===== src/rtl/serial_pkg.sv =====
// Shared definitions for the bit-serial add/subtract sequencer.
// Holds the FSM state encoding and the legal WIDTH range check.
package serial_pkg;

    localparam logic [1:0] IDLE = 2'd0;
    localparam logic [1:0] RUN  = 2'd1;
    localparam logic [1:0] DONE = 2'd2;

    typedef enum logic [1:0] {
        StIdle = IDLE,
        StRun  = RUN,
        StDone = DONE
    } state_e;

    localparam int unsigned WidthMin = 2;
    localparam int unsigned WidthMax = 64;

    function automatic bit width_ok(input int unsigned w);
        return (w >= WidthMin) && (w <= WidthMax);
    endfunction

endpackage


===== src/rtl/serial_add_ctrl_fa.sv =====
// FA_1bit: single-bit full adder cell.
// Ports: a_i, b_i, cin_i operand/carry inputs; sum_o sum bit; cout_o carry out.
module FA_1bit (
    input  logic a_i,
    input  logic b_i,
    input  logic cin_i,
    output logic sum_o,
    output logic cout_o
);

    assign sum_o  = a_i ^ b_i ^ cin_i;
    assign cout_o = (a_i & b_i) | (a_i & cin_i) | (b_i & cin_i);

endmodule


===== src/rtl/serial_add_ctrl.sv =====
// serial_add_ctrl: bit-serial add/subtract sequencer, LSB first, one bit per cycle
// through a single FA_1bit cell.
// Ports:
//   clk, rst_n       clock and asynchronous active-low reset
//   start, sub       request and operation select (0 = a+b, 1 = a-b), sampled in IDLE/DONE
//   a, b             operands, sampled with start
//   busy             high while bits are being processed
//   done             one-cycle pulse when result/cout/overflow are valid
//   result           result shift register (only meaningful on/after done)
//   cout, overflow   carry out of MSB and signed overflow of the last operation
module serial_add_ctrl
    import serial_pkg::*;
#(
    parameter int unsigned WIDTH = 32
) (
    input  logic             clk,
    input  logic             rst_n,
    input  logic             start,
    input  logic             sub,
    input  logic [WIDTH-1:0] a,
    input  logic [WIDTH-1:0] b,
    output logic             busy,
    output logic             done,
    output logic [WIDTH-1:0] result,
    output logic             cout,
    output logic             overflow
);

    if (!width_ok(WIDTH)) begin : gen_width_check
        $error("serial_add_ctrl: WIDTH out of range 2..64");
    end

    localparam int unsigned CntW = $clog2(WIDTH);
    localparam logic [CntW-1:0] LastBit = CntW'(WIDTH - 1);

    state_e           state_q, state_d;
    logic [WIDTH-1:0] a_sr_q, a_sr_d;
    logic [WIDTH-1:0] b_sr_q, b_sr_d;
    logic [WIDTH-1:0] res_sr_q, res_sr_d;
    logic [CntW-1:0]  cnt_q, cnt_d;
    logic             carry_q, carry_d;
    logic             cout_q, cout_d;
    logic             ovf_q, ovf_d;

    logic fa_sum;
    logic fa_cout;
    logic cin_msb;

    FA_1bit u_fa (
        .a_i   (a_sr_q[0]),
        .b_i   (b_sr_q[0]),
        .cin_i (carry_q),
        .sum_o (fa_sum),
        .cout_o(fa_cout)
    );

    // On the last bit the carry flop holds the carry into the MSB.
    assign cin_msb = carry_q;

    always_comb begin
        state_d  = state_q;
        a_sr_d   = a_sr_q;
        b_sr_d   = b_sr_q;
        res_sr_d = res_sr_q;
        cnt_d    = cnt_q;
        carry_d  = carry_q;
        cout_d   = cout_q;
        ovf_d    = ovf_q;

        unique case (state_q)
            StIdle, StDone: begin
                if (start) begin
                    state_d  = StRun;
                    a_sr_d   = a;
                    // Subtract as a + ~b + 1: invert b and seed the carry.
                    b_sr_d   = sub ? ~b : b;
                    carry_d  = sub;
                    cnt_d    = '0;
                    res_sr_d = '0;
                end else if (state_q == StDone) begin
                    state_d = StIdle;
                end
            end
            StRun: begin
                carry_d  = fa_cout;
                a_sr_d   = a_sr_q >> 1;
                b_sr_d   = b_sr_q >> 1;
                res_sr_d = {fa_sum, res_sr_q[WIDTH-1:1]};
                if (cnt_q == LastBit) begin
                    // Hold the counter so it never wraps for power-of-two widths.
                    cout_d  = fa_cout;
                    ovf_d   = cin_msb ^ fa_cout;
                    state_d = StDone;
                end else begin
                    cnt_d = cnt_q + 1'b1;
                end
            end
            default: state_d = StIdle;
        endcase
    end

    always_ff @(posedge clk or negedge rst_n) begin
        if (!rst_n) begin
            state_q  <= StIdle;
            a_sr_q   <= '0;
            b_sr_q   <= '0;
            res_sr_q <= '0;
            cnt_q    <= '0;
            carry_q  <= 1'b0;
            cout_q   <= 1'b0;
            ovf_q    <= 1'b0;
        end else begin
            state_q  <= state_d;
            a_sr_q   <= a_sr_d;
            b_sr_q   <= b_sr_d;
            res_sr_q <= res_sr_d;
            cnt_q    <= cnt_d;
            carry_q  <= carry_d;
            cout_q   <= cout_d;
            ovf_q    <= ovf_d;
        end
    end

    assign busy     = (state_q == StRun);
    assign done     = (state_q == StDone);
    assign result   = res_sr_q;
    assign cout     = cout_q;
    assign overflow = ovf_q;

endmodule


===== config.mk =====
export PLATFORM = sky130hd
export DESIGN_NAME = serial_add_ctrl
export DESIGN_NICKNAME = d
export VERILOG_FILES = /design/src/rtl/serial_pkg.sv /design/src/rtl/serial_add_ctrl_fa.sv /design/src/rtl/serial_add_ctrl.sv
export SDC_FILE = /design/constraint.sdc
export NUM_CORES = 1
export LEC_CHECK = 0
export ABC_AREA = 1
export BUFFER_PORTS_ARGS = -buffer_cell sky130_fd_sc_hd__buf_4
export CAP_MARGIN = 20
export CORE_MARGIN = 4
export CORE_UTILIZATION = 54
export CTS_BUF_LIST = sky130_fd_sc_hd__clkbuf_4 sky130_fd_sc_hd__clkbuf_8 sky130_fd_sc_hd__clkbuf_16
export DETAILED_ROUTE_END_ITERATION = 10
export PLACE_DENSITY = 0.79
export SLEW_MARGIN = 25
export SYNTH_ARGS = -nofsm -noshare
export SYNTH_HDL_FRONTEND = slang
export SYNTH_HIERARCHICAL = 1
export SYNTH_SLANG_ARGS = --single-unit

===== constraint.sdc =====
create_clock -name clk -period 2 [get_ports clk]
set_input_delay 0.4 -clock clk [delete_from_list [all_inputs] [get_ports clk]]
set_output_delay 0.4 -clock clk [all_outputs]
set_load 0.01 [all_outputs]

Yosys cells after proc, flatten, opt, wreduce, memory -nomap -nowiden
Cells that the tools add are included.

Flip-flop bits (word level): 106. Input port bits: 68. Output and inout port bits: 36. Word-level logic and storage cells: 48.

Add/subtract/negate cells: 1. Equality and inequality tests: 7. Mux-type cells: 16. Bitwise operators: 9. Reduce and logical (&&, ||, !) cells: 7.

Operator list (count): $pmux 32 s2 (3); $mux 32 (4); $not 32->32 (1); $mux 5 (2); $pmux 5 s2 (1); $mux 2 (3); $reduce_and 2->1 (3); $add 5x1->5 const B (1); $eq 5x5->1 const B (1); $ne 2x2->1 const B (2); $pmux 2 s2 (1); $and 1x1->1 (3); $ne 3x3->1 const B (1); $reduce_and 3->1 (1); $xor 1x1->1 (3); $eq 2x1->1 const B (1); $eq 2x2->1 const B (1); $logic_not 2->1 (1); $ne 2x1->1 const B (1); $or 1x1->1 (2); $pmux 1 s2 (1); $reduce_bool 2->1 (1); $reduce_or 2->1 (1); $mux 1 (1).

Logic depth before layout (Yosys ltp)
Gate-level depths: netlist of run 1.

Depth in word-level cells: 4. Mapped depth: 8. Mapped depth without buffers: 8.

Hierarchy
The synthesis of run 1 kept the hierarchy.

By module, submodules not included: serial_add_ctrl (times used 1, cells an instance 557, area an instance 4709.5 um^2, sequential area each 2652.5 um^2); FA_1bit (times used 1, cells an instance 1, area an instance 20.0 um^2, sequential area each 0.0 um^2).

Worst setup path after synthesis of run 1
OpenSTA, ideal clock, no wires.

Path type: register to register. Start point: reg cnt_q[0]. End point: reg cnt_q[0]. Library setup time: 0.127 ns. Arrival time: 1.314 ns. Data required time: 1.873 ns. Slack: 0.559 ns. Stages on the path, launching flop included: 9. Path buffers: 0. Clock period less this slack: 1.441 ns. Cell sequence: dfrtp_1 ha_1 nand2_1 nor2_1 ha_1 nor2_2 nor2_1 nand2_1 o21ai_0.

Word-level cells in the longest chain between the ends: 3. Elaborated cells between the ends (all ways): 6. Those cells by class: add/sub (1); eq/ne (2); mux (2); reduce/logical (1).

RTL lines: from (decl) (line serial_add_ctrl.sv:40) `logic [CntW-1:0] cnt_q, cnt_d;`; from (signal assigned) (line serial_add_ctrl.sv:117) `cnt_q <= cnt_d;`; $add 5x1->5 or $eq 5x5->1 (tied branches) (line serial_add_ctrl.sv:95, serial_add_ctrl.sv:89); $mux 5 or $ne 2x2->1 (tied branches); $pmux 5 s2 or $reduce_and 3->1 (tied branches).

Parallel ways exist; a longest one is shown, timed or not. The select of a mux whose other input is x is not followed. A chain may end at the register's enable or synchronous reset.

Worst setup path in the final report of run 1
Start point: reg state_q[0]. End point: out busy.

Word-level cells in the longest chain between the ends: 1.

RTL lines: from (decl) (line serial_add_ctrl.sv:36) `state_e state_q, state_d;`; from (signal assigned) (line serial_add_ctrl.sv:104) `state_q <= StIdle;`; from (signal assigned) (line serial_add_ctrl.sv:113) `state_q <= state_d;`; $eq 2x1->1 (line serial_add_ctrl.sv:124) `assign busy = (state_q == StRun);`; to (decl) (line serial_add_ctrl.sv:22) `output logic busy,`.

No other way between the ends.

==> impl_metrics.csv, run 1 <==
group,metric,value,unit
clock_tree,cts_buffer_depth,2,
synth,yosysTopAreaCellShare,56.1,%
worst_setup_path,criticalPathCategory,"reg2out",
layout,layout_overhead_on_the_synthesized_area,22.0,%
synth,post_synth_most_frequent_cells,"sky130_fd_sc_hd__nand2_1, sky130_fd_sc_hd__dfrtp_1, sky130_fd_sc_hd__nand3_1",
global_route,grt_start_max_net_pins,66,
die,num_rows,33,
worst_setup_path,critPathMaxFanout,12,
clock_tree,cts_root_buf,"sky130_fd_sc_hd__clkbuf_8",
place,gp_congestion,0.813,
sta,timing.final.crit_share,88.7,%
sta,final-hold-violation-count,0,
sta,clock-skew-final,0.0157,ns
drt,finalWirelength,9.78,mm
global_route,grt_first_pass_wirelength,17.0,mm
worst_setup_path,worst_r2r_endpoint,"cnt_q[0]",
place,placement.setup.worst_slack,0.399,ns
synth,mean_cell_area_of_the_mapped_netlist,8.48,sq um
clock_tree,tritoncts,"done",
synth,post-synth-top-area-cell,"sky130_fd_sc_hd__dfrtp_1",
layout,antenna_cells,0,
synth,post_synth_edffs,0,
drt,ant_nets,0,
clock_tree,clk_transition_reported_paths,0.10,ns
sta,report.final.slew_viol_count,0,
die,die-height,102,um
place,total_of_buffers_placed_on_input_and_output_ports,103,
synth,syn_inst,558,
synth,synth_async_sr_flop_share,100,%
worst_setup_path,critical_path.startpoint,"state_q[0]",
layout,multi_input_comb_area,1750,sq um
synth,synth.distinct_cells,22,
die,die_x,102,um
power,vdd.ir_drop.worst,592,uV
sta,postLayoutSetupSlackWorst,0.225,ns
place,dp_hpwl,6.79,mm
sta,clock.fmax,563,MHz
worst_setup_path,timing.rr.start,"cnt_q[0]",
clock_tree,tritoncts.num_buffers,9,
sta,grt_setup_unrepaired,"no",
synth,mappedNetlistNets,629,
die,design.core.area,8380,sq um
worst_setup_path,crit_path_end,"busy",
sta,worst_slew_margin_rel,63.8,%
worst_hold_path,hold_path.startpoint,"a[11]",
die,initial_core_util,56.4,%
synth,ys_seq_elements,106,
synth,netlist_area,4730,sq um
layout,regArea,2650,sq um
power,pwr_density_cell,1390,nW/um^2
flow_run,timing.max_cap.violations,0,
global_route,grt.total_usage,20.5,%
die,dieArea,10300,sq um
clock_tree,clk_lat_worst_skew,0.37,ns
run_status,run_status,"finished clean",
worst_setup_path,depth_of_the_most_critical_reg_to_reg_path,8,
worst_hold_path,min_path_type,"in2reg",
sta,final_period_minus_worst_setup_slack,1.77,ns
sta,setup_violations,0,
layout,number_of_fill_cells,686,
global_route,antenna_found_initial,0,
clock_tree,numClockSinks,106,
drt,first_iter_violations,125,
global_route,vias_in_the_first_global_route,3884,
worst_setup_path,cp_data_arrival_time,1.37,ns
worst_setup_path,critPathCaptureType,"primary output",
synth,dominantRegCellSynth,"sky130_fd_sc_hd__dfrtp_1",
worst_setup_path,ff2ff_setup_slack,0.41,ns
power,p_leak,2.88,nW
worst_setup_path,critical_path_required,1.60,ns
drt,route.detailed.drc,0,
layout,final_net_count,721,
global_route,total_congestion_overflow,0,
synth,yosysMostFrequentCell,"sky130_fd_sc_hd__nand2_1",
drt,vias_per_cell,5.14,
sta,slew_of_the_pin_with_the_lowest_slew_margin,0.542,ns
drt,route.detailed.wl_per_inst,12.9,um
synth,synth-warning-count,6,
die,ios,104,
sta,setup-tns-final,0,ns
layout,post_route_cells_drive_above_1_share,20.6,%
drt,dr.pass1.iters,5,
worst_setup_path,critical_path.startpoint_type,"register",
clock_tree,cts-htree-levels,3,
synth,synth_top_cells_by_area,"sky130_fd_sc_hd__dfrtp_1, sky130_fd_sc_hd__nand2_1, sky130_fd_sc_hd__nand3_1",
synth,synth.yosys.seq_area_share,56.1,%
drt,vias,3904,
-- metal layers --
| metal | routed length [um] | global-route usage (%) | up-vias |
|---|---|---|---|
| met2 | 4690 | 34.0 | 106 |
| met1 | 4270 | 27.2 | 1823 |
| met4 | 176 | 7.77 | 0 |
| met5 | 0 | 0 | - |
| li1 | - | - | 1959 |
| met3 | 637 | 3.31 | 16 |
-- state kept, by name, summed over array words and instances, names as in the netlist --
| signal | count |
|---|---|
| state_q | 2 |
| cout | 1 |
| carry_q | 1 |
| overflow | 1 |
| b_sr_q | 32 |
| a_sr_q | 32 |
| result | 32 |
| cnt_q | 5 |
-- final cells by class --
| type | instances | area share (%) |
|---|---|---|
| Inverter | 44 | 2.86 |
| Multi-Input combinational cell | 376 | 30.3 |
| Tap cell | 105 | 2.28 |
| Clock inverter | 5 | 0.629 |
| Clock buffer | 11 | 2.52 |
| Sequential cell | 106 | 46.0 |
| Timing Repair Buffer | 113 | 15.4 |
-- cell families after synthesis --
group,after synthesis,synth area share [%]
AO/OA/AOI/OAI,60,8.20
XOR/XNOR,14,2.59
adder cells (fa/ha/maj),3,0.952
buffers and inverters,76,7.04
flip-flops,106,56.1
AND/OR/NAND/NOR,299,25.1
-- worst max-delay path: stages, from the launching register on --
cell,delay [ns]
sky130_fd_sc_hd__dfrtp_1,0.47
sky130_fd_sc_hd__nand2_2,0.14
sky130_fd_sc_hd__inv_2,0.23
sky130_fd_sc_hd__buf_4,0.17
-- worst min-delay path by stage --
stage	endpoint	slack, ns	cells after the start
floorplan	a_sr_q[0]	0.10	0
global placement	result[24]	0.38	1
detailed placement	result[24]	0.39	1
CTS	a_sr_q[11]	0.23	3
global route	a_sr_q[12]	0.24	3
finish	a_sr_q[11]	0.24	3
-- report_power, final --
part / internal (mW) / total [mW] / switching [mW] / leakage (nW)
clock: 0.508 / 1.22 / 0.708 / 0.0975
sequential: 3.09 / 3.59 / 0.507 / 1.34
combinational: 1.40 / 3.18 / 1.78 / 1.44
-- cell usage in the layout (no fill, tap or decap) --
cell	synthesis	layout
sky130_fd_sc_hd__o21ai_0	5	5
sky130_fd_sc_hd__clkbuf_4	0	1
sky130_fd_sc_hd__clkinv_2	0	2
sky130_fd_sc_hd__o21ai_1	3	3
sky130_fd_sc_hd__nand3_1	45	45
sky130_fd_sc_hd__ha_1	2	2
sky130_fd_sc_hd__a21oi_1	2	2
sky130_fd_sc_hd__o22ai_1	30	30
sky130_fd_sc_hd__nor2_4	0	1
sky130_fd_sc_hd__buf_12	0	3
sky130_fd_sc_hd__xor2_1	12	12
sky130_fd_sc_hd__fa_1	1	1
sky130_fd_sc_hd__clkinv_4	0	1
sky130_fd_sc_hd__inv_2	2	3
sky130_fd_sc_hd__inv_1	42	41
sky130_fd_sc_hd__nand2_2	2	2
sky130_fd_sc_hd__nand2_1	223	223
sky130_fd_sc_hd__nor2_1	27	27
sky130_fd_sc_hd__xnor2_1	2	2
sky130_fd_sc_hd__inv_6	0	2
sky130_fd_sc_hd__buf_4	6	109
sky130_fd_sc_hd__dlygate4sd3_1	0	1
sky130_fd_sc_hd__dfrtp_1	106	106
sky130_fd_sc_hd__nor2_2	2	1
sky130_fd_sc_hd__clkbuf_8	0	10
sky130_fd_sc_hd__o211ai_1	20	20
-- per-stage QoR --
stage	hold slack, ns	power [mW]	instances	instance area, sq um	util (%)
floorplan	0.104	5.74	558	4730	-
global placement	0.380	6.73	743	5580	66.5
detailed placement	0.386	6.87	743	5580	66.5
CTS	0.230	8.11	760	5770	68.8
global route	0.241	8.72	760	5770	68.8
finish	0.243	8.00	760	5770	68.8
-- timing repair --
action / CTS / global route
setup buffers: 0 / 0
endpoints found under the hold margin: 33 / 0
hold buffers: 1 / 0
resized for setup: 0 / 0
(Power assumes the default switching activity.)
==> inputs of run 2 (changes only) <==
Settings changed: CELL_PAD_IN_SITES_DETAIL_PLACEMENT set to 1, CELL_PAD_IN_SITES_GLOBAL_PLACEMENT set to 1, CORE_UTILIZATION 54 to 40, PLACE_DENSITY 0.79 to not set, PLACE_DENSITY_LB_ADDON set to 0.1.
==> run 2 against run 1 <==
The flow now finishes with violations (negative hold slack). Sequential share of layout area is 1.2 points lower. Design area is 2.6% higher. Clock skew is 0.010 ns lower. Sequential cell count stayed put. Setup slack better by 0.15 ns. Die area is 32% higher. Via count is 2.2% higher. Clock power is 37% higher. First-iteration DRC count is 82% higher. Register-to-register slack worse by 0.03 ns. Critical path type is now reg2reg. Critical endpoint is now cnt_q[0]. Largest cell class unchanged. Largest power group unchanged. Highest routed layer unchanged.
==> impl_metrics.csv, run 2 (synthesis gave the netlist of run 1 again) <==
group,metric,value,unit
layout,post_route_cells_drive_above_1_share,20.6,%
worst_hold_path,min_path_type,"in2async",
clock_tree,number_of_hold_buffers_added_after_cts,0,
sta,fin_hold_ws,-0.00163,ns
worst_setup_path,depth_of_the_most_critical_reg_to_reg_path,8,
drt,route.detailed.drc,0,
worst_setup_path,ff2ff_setup_slack,0.38,ns
clock_tree,clk_transition_reported_paths,0.07,ns
worst_setup_path,slowest_delay,0.41,ns
layout,layout_overhead_on_the_synthesized_area,25.2,%
run_status,violations,"negative hold slack",
worst_setup_path,critical_path.startpoint_type,"register",
layout,most-common-layout-cells,"sky130_fd_sc_hd__nand2_1, sky130_fd_sc_hd__buf_4, sky130_fd_sc_hd__dfrtp_1, sky130_fd_sc_hd__nand3_1, sky130_fd_sc_hd__inv_1",
worst_setup_path,critical_path_required,2.22,ns
sta,clock.fmax,617,MHz
place,dp_hpwl,8.13,mm
sta,final-hold-violation-count,3,
global_route,grt.total_usage,18.5,%
die,ios,104,
clock_tree,cts-htree-levels,3,
global_route,grt_start_max_net_pins,66,
power,vdd.ir_drop.worst,477,uV
place,placement.setup.worst_slack,0.368,ns
global_route,antenna_found_initial,0,
drt,ant_nets,0,
drt,dr.pass1.iters,4,
layout,final_common_cell,"sky130_fd_sc_hd__nand2_1",
clock_tree,number_of_gates_resized_after_cts,0,
worst_setup_path,critPathCaptureType,"register",
drt,vias_per_cell,5.01,
sta,timing.final.crit_share,81.0,%
clock_tree,clk_lat_worst_skew,0.34,ns
layout,antenna_cells,0,
flow_run,timing.max_cap.violations,0,
drt,vias,3990,
layout,final_net_count,721,
worst_setup_path,critical_path.n_buffers_inverters,0,
worst_setup_path,cp_top_delay_family,"simple AND/OR/NAND/NOR gates",
die,die_x,117,um
die,initial_core_util,41.1,%
worst_setup_path,critPathMaxFanout,6,
drt,route.detailed.wl_per_inst,14.8,um
layout,layout.core_utilization,51.4,%
place,gp_congestion,0.733,
global_route,grt_first_pass_wirelength,19.9,mm
sta,postLayoutSetupSlackWorst,0.379,ns
place,total_of_buffers_placed_on_input_and_output_ports,103,
clock_tree,tritoncts.num_buffers,9,
sta,final_period_minus_worst_setup_slack,1.62,ns
sta,slew_of_the_pin_with_the_lowest_slew_margin,0.554,ns
drt,first_iter_violations,228,
clock_tree,tritoncts,"done",
sta,report.final.slew_viol_count,0,
sta,setup_violations,0,
worst_setup_path,worst_r2r_endpoint,"cnt_q[0]",
sta,worst_slew_margin_rel,63.0,%
worst_setup_path,crit_slowest_cell,"sky130_fd_sc_hd__dfrtp_1",
clock_tree,numClockSinks,106,
clock_tree,cts_root_buf,"sky130_fd_sc_hd__clkbuf_16",
die,die-height,117,um
die,num_rows,39,
global_route,vias_in_the_first_global_route,4081,
sta,setup-tns-final,0,ns
worst_setup_path,timing.rr.start,"cnt_q[0]",
die,dieArea,13600,sq um
power,pwr_density_cell,1450,nW/um^2
worst_setup_path,cp_data_arrival_time,1.85,ns
power,p_leak,2.93,nW
layout,fin_area,5920,sq um
drt,finalWirelength,11.8,mm
worst_setup_path,criticalPathCategory,"reg2reg",
place,placed_cell_area,5640,sq um
die,design.core.area,11500,sq um
clock_tree,cts.repair_timing.setup_buffer_count,0,
clock_tree,cts_buffer_depth,2,
sta,grt_setup_unrepaired,"no",
run_status,run_status,"finished, violations left",
worst_setup_path,crit_chain,"ha_1 > nand2_1 > nor2_1 > ha_1 > nor2_2 > nor2_1 > nand2_1 > o21ai_0",
sta,clock-skew-final,0.00531,ns
global_route,total_congestion_overflow,0,
run 2: cell types whose count changed in the layout (fill, tap and decap cells not counted):
cell	change
sky130_fd_sc_hd__clkinv_4	-1
sky130_fd_sc_hd__clkinv_2	+1
sky130_fd_sc_hd__clkbuf_8	-8
sky130_fd_sc_hd__inv_6	-2
sky130_fd_sc_hd__buf_12	+1
sky130_fd_sc_hd__clkbuf_16	+9
sky130_fd_sc_hd__dlygate4sd3_1	-1
run 2: area by class of cell:
cell class | count | area, sq um
clock inverter | 3 | 15.0
inverter | 44 | 165
multi-input combinational | 376 | 1750
sequential | 106 | 2650
timing repair buffer | 113 | 898
tap | 143 | 179
fill | 1398 | 5600
clock buffer | 12 | 260
run 2: worst max path at each step:
| stage | startpoint | endpoint | slack, ns | cells past startpoint |
|---|---|---|---|---|
| 6_report | cnt_q[0] | cnt_q[0] | 0.38 | 8 |
| 5_1_grt | cnt_q[0] | cnt_q[0] | 0.18 | 8 |
| 4_1_cts | cnt_q[0] | cnt_q[0] | 0.36 | 8 |
| 3_5_place_dp | cnt_q[0] | cnt_q[0] | 0.37 | 8 |
| 3_3_place_gp | cnt_q[0] | cnt_q[0] | 0.47 | 8 |
| 2_1_floorplan | cnt_q[0] | cnt_q[0] | 0.56 | 8 |
run 2: worst register-to-register path: stages (launching register included):
cell and delay, ns:
sky130_fd_sc_hd__dfrtp_1 0.41, sky130_fd_sc_hd__ha_1 0.22, sky130_fd_sc_hd__nand2_1 0.09, sky130_fd_sc_hd__nor2_1 0.05, sky130_fd_sc_hd__ha_1 0.19, sky130_fd_sc_hd__nor2_2 0.23, sky130_fd_sc_hd__nor2_1 0.16, sky130_fd_sc_hd__nand2_1 0.09
sky130_fd_sc_hd__o21ai_0 0.08
run 2: per-stage QoR:
step	std cells	total power, mW
2_1_floorplan	558	5.74
3_3_place_gp	782	6.82
3_5_place_dp	782	7.01
4_1_cts	797	8.74
5_1_grt	797	9.35
6_report	797	8.58
run 2: per-layer routing:
layer / global-route usage [%] / part of all wire [%] / routed length, um
met1: 24.6 / 46 / 5470
met2: 30.6 / 48 / 5650
met3: 3.16 / 4.4 / 516
met4: 6.42 / 1.6 / 185
met5: 0 / 0 / 0
run 2: power by group:
part	internal (mW)	leakage [nW]	switching [mW]	total, mW
Sequential	3.09	1.34	0.527	3.62
Clock	0.914	0.142	0.759	1.67
Combinational	1.41	1.44	1.88	3.29
Total	5.42	2.93	3.16	8.58
==> inputs of run 3 (changes only) <==
Settings changed: CORE_UTILIZATION 40 to 36.
Clock period 2 ns to 1.34 ns, I/O delays scaled along.
==> run 3 against run 2 <==
The flow finishes with violations (negative setup slack). Clock power grew 69%. Die area grew 10%. Hold slack gained 0.14 ns. Clock skew is essentially flat. Non-clock buffer count grew 17. Final cell count grew 5.8%. Via count grew 2.7%. Power grew 62%. Register-to-register slack lost 0.45 ns. Largest cell class unchanged. Largest power group is now combinational cells.
==> impl_metrics.csv, run 3 (synthesis gave the netlist of run 1 again) <==
group,metric,value,unit
worst_setup_path,critical_path_required,1.58,ns
clock_tree,numClockSinks,106,
worst_setup_path,critPathMaxFanout,6,
drt,route.detailed.wl_per_inst,14.9,um
global_route,global_route.usage.met1,22.2,%
worst_setup_path,critPathCaptureType,"register",
clock_tree,clk_transition_reported_paths,0.07,ns
drt,ant_nets,0,
global_route,total_congestion_overflow,0,
worst_hold_path,timing.hold.worst_path_depth,3,
clock_tree,cts_root_buf,"sky130_fd_sc_hd__clkbuf_16",
place,placement.setup.worst_slack,-0.113,ns
run_status,run_status,"finished, violations left",
worst_setup_path,cp_data_arrival_time,1.65,ns
sta,clock-skew-final,0.00534,ns
run_status,violations,"negative setup slack",
sta,report.final.slew_viol_count,0,
global_route,grt.total_usage,17.5,%
drt,first_iter_violations,236,
drt,vias_per_cell,4.86,
global_route,grt_first_pass_wirelength,20.8,mm
layout,final_common_cell,"sky130_fd_sc_hd__nand2_1",
worst_hold_path,min_path_type,"in2reg",
global_route,vias_in_the_first_global_route,4383,
layout,layout_overhead_on_the_synthesized_area,33.5,%
sta,postLayoutSetupSlackWorst,-0.0712,ns
sta,setup_violations,6,
sta,worst_slew_margin_rel,78.7,%
worst_setup_path,criticalPathCategory,"reg2reg",
drt,route.detailed.drc,0,
layout,number_of_fill_cells,1554,
die,design.core.area,12700,sq um
clock_tree,cts-htree-levels,3,
layout,antenna_cells,0,
drt,vias,4098,
sta,timing.final.crit_share,105,%
power,vdd.ir_drop.worst,877,uV
die,dieArea,15000,sq um
power,p_leak,3.07,nW
die,num_rows,41,
die,initial_core_util,37.2,%
clock_tree,cts_buffer_depth,2,
global_route,grt.met3_usage,2.81,%
drt,dr.pass1.iters,4,
power,pwr_density_cell,2210,nW/um^2
global_route,grt.met2_usage,29.4,%
sta,clock.fmax,709,MHz
sta,slew_of_the_pin_with_the_lowest_slew_margin,0.319,ns
sta,final_period_minus_worst_setup_slack,1.41,ns
flow_run,timing.max_cap.violations,0,
drt,finalWirelength,12.6,mm
global_route,grt_start_max_net_pins,58,
global_route,grt_most_used_layer,"met2",
global_route,antenna_found_initial,0,
layout,most-common-layout-cells,"sky130_fd_sc_hd__nand2_1, sky130_fd_sc_hd__buf_4, sky130_fd_sc_hd__dfrtp_1, sky130_fd_sc_hd__nand3_1, sky130_fd_sc_hd__inv_1",
place,total_of_buffers_placed_on_input_and_output_ports,103,
place,gp_congestion,0.733,
die,die-height,123,um
clock_tree,tritoncts.num_buffers,9,
worst_setup_path,critical_path.startpoint_type,"register",
layout,multi_input_comb_area,1800,sq um
die,die_x,123,um
worst_setup_path,depth_of_the_most_critical_reg_to_reg_path,8,
layout,final_net_count,738,
die,ios,104,
sta,setup-tns-final,-0.279,ns
layout,regArea,2650,sq um
sta,grt_setup_unrepaired,"yes",
clock_tree,clk_lat_worst_skew,0.35,ns
clock_tree,tritoncts,"done",
place,dp_hpwl,8.48,mm
layout,post_route_cells_drive_above_1_share,24.3,%
sta,final-hold-violation-count,0,
[run 3: cell types whose count changed in the layout (fill, tap and decap cells not counted), sizes merged]
cell | previous run | this run
clkinv | 3 | 1
clkbuf | 12 | 14
dlygate4sd3 | 0 | 1
bufinv | 0 | 2
buf | 113 | 127
[run 3: what timing repair did]
action | 4_1_cts | 5_1_grt
gates cloned | 0 | 2
gates resized for setup | 11 | 15
setup endpoints to repair | 12 | 89
endpoints found under the hold margin | 11 | 0
hold buffers | 1 | 0
pin swaps | 7 | 7
setup buffers | 3 | 2
[run 3: worst paths after layout]
path / end / slack (ns) / from
setup / recovery: cnt_q[2] / -0.07 / cnt_q[0]
hold / removal: a_sr_q[31] / 0.14 / a[31]
setup reg to reg: cnt_q[2] / -0.07 / cnt_q[0]
hold reg to reg: a_sr_q[17] / 0.48 / a_sr_q[17]
max in group asynchronous: b_sr_q[18] / 0.47 / rst_n
min in group asynchronous: result[23] / 0.31 / rst_n
[run 3: final cells by class]
type                            count  area share, %
Tap cell                          172           3.41
Clock inverter                      3           1.03
Inverter                           44           2.81
Clock buffer                       12           3.92
Sequential cell                   106           42.0
Timing Repair Buffer              130           18.3
Multi-Input combinational cell    376           28.5
[run 3: report_power, final]
group          total, mW  internal [mW]  switching [mW]
Clock               2.82           1.69            1.13
Combinational       5.70           2.65            3.05
Sequential          5.41           4.62           0.791
Total               13.9           8.96            4.98
[run 3: stage by stage]
stage	cell area [sq um]	hold slack (ns)	util [%]	power [mW]	cells
floorplan	4740	-0.0276	-	8.59	558
global placement	5830	0.129	45.8	10.5	820
detailed placement	5830	0.133	45.8	10.8	820
CTS	6210	0.128	48.8	13.8	839
global route	6310	0.138	49.6	15.1	843
finish	6310	0.141	49.6	13.9	843
[run 3: layer usage]
| metal | share of wire, % | vias to the layer above |
|---|---|---|
| li1 | - | 1991 |
| met5 | 0 | - |
| met4 | 2.1 | 0 |
| met3 | 3.3 | 17 |
| met1 | 45 | 2014 |
| met2 | 50 | 76 |
[run 3: critical path, stage by stage (launching register included)]
cell and delay (ns):
sky130_fd_sc_hd__dfrtp_1 0.40, sky130_fd_sc_hd__ha_2 0.20, sky130_fd_sc_hd__nand2_2 0.07, sky130_fd_sc_hd__nor2_2 0.04, sky130_fd_sc_hd__ha_2 0.20, sky130_fd_sc_hd__nor2_4 0.18
sky130_fd_sc_hd__nor2_4 0.07, sky130_fd_sc_hd__nand2_1 0.07, sky130_fd_sc_hd__o21ai_1 0.06
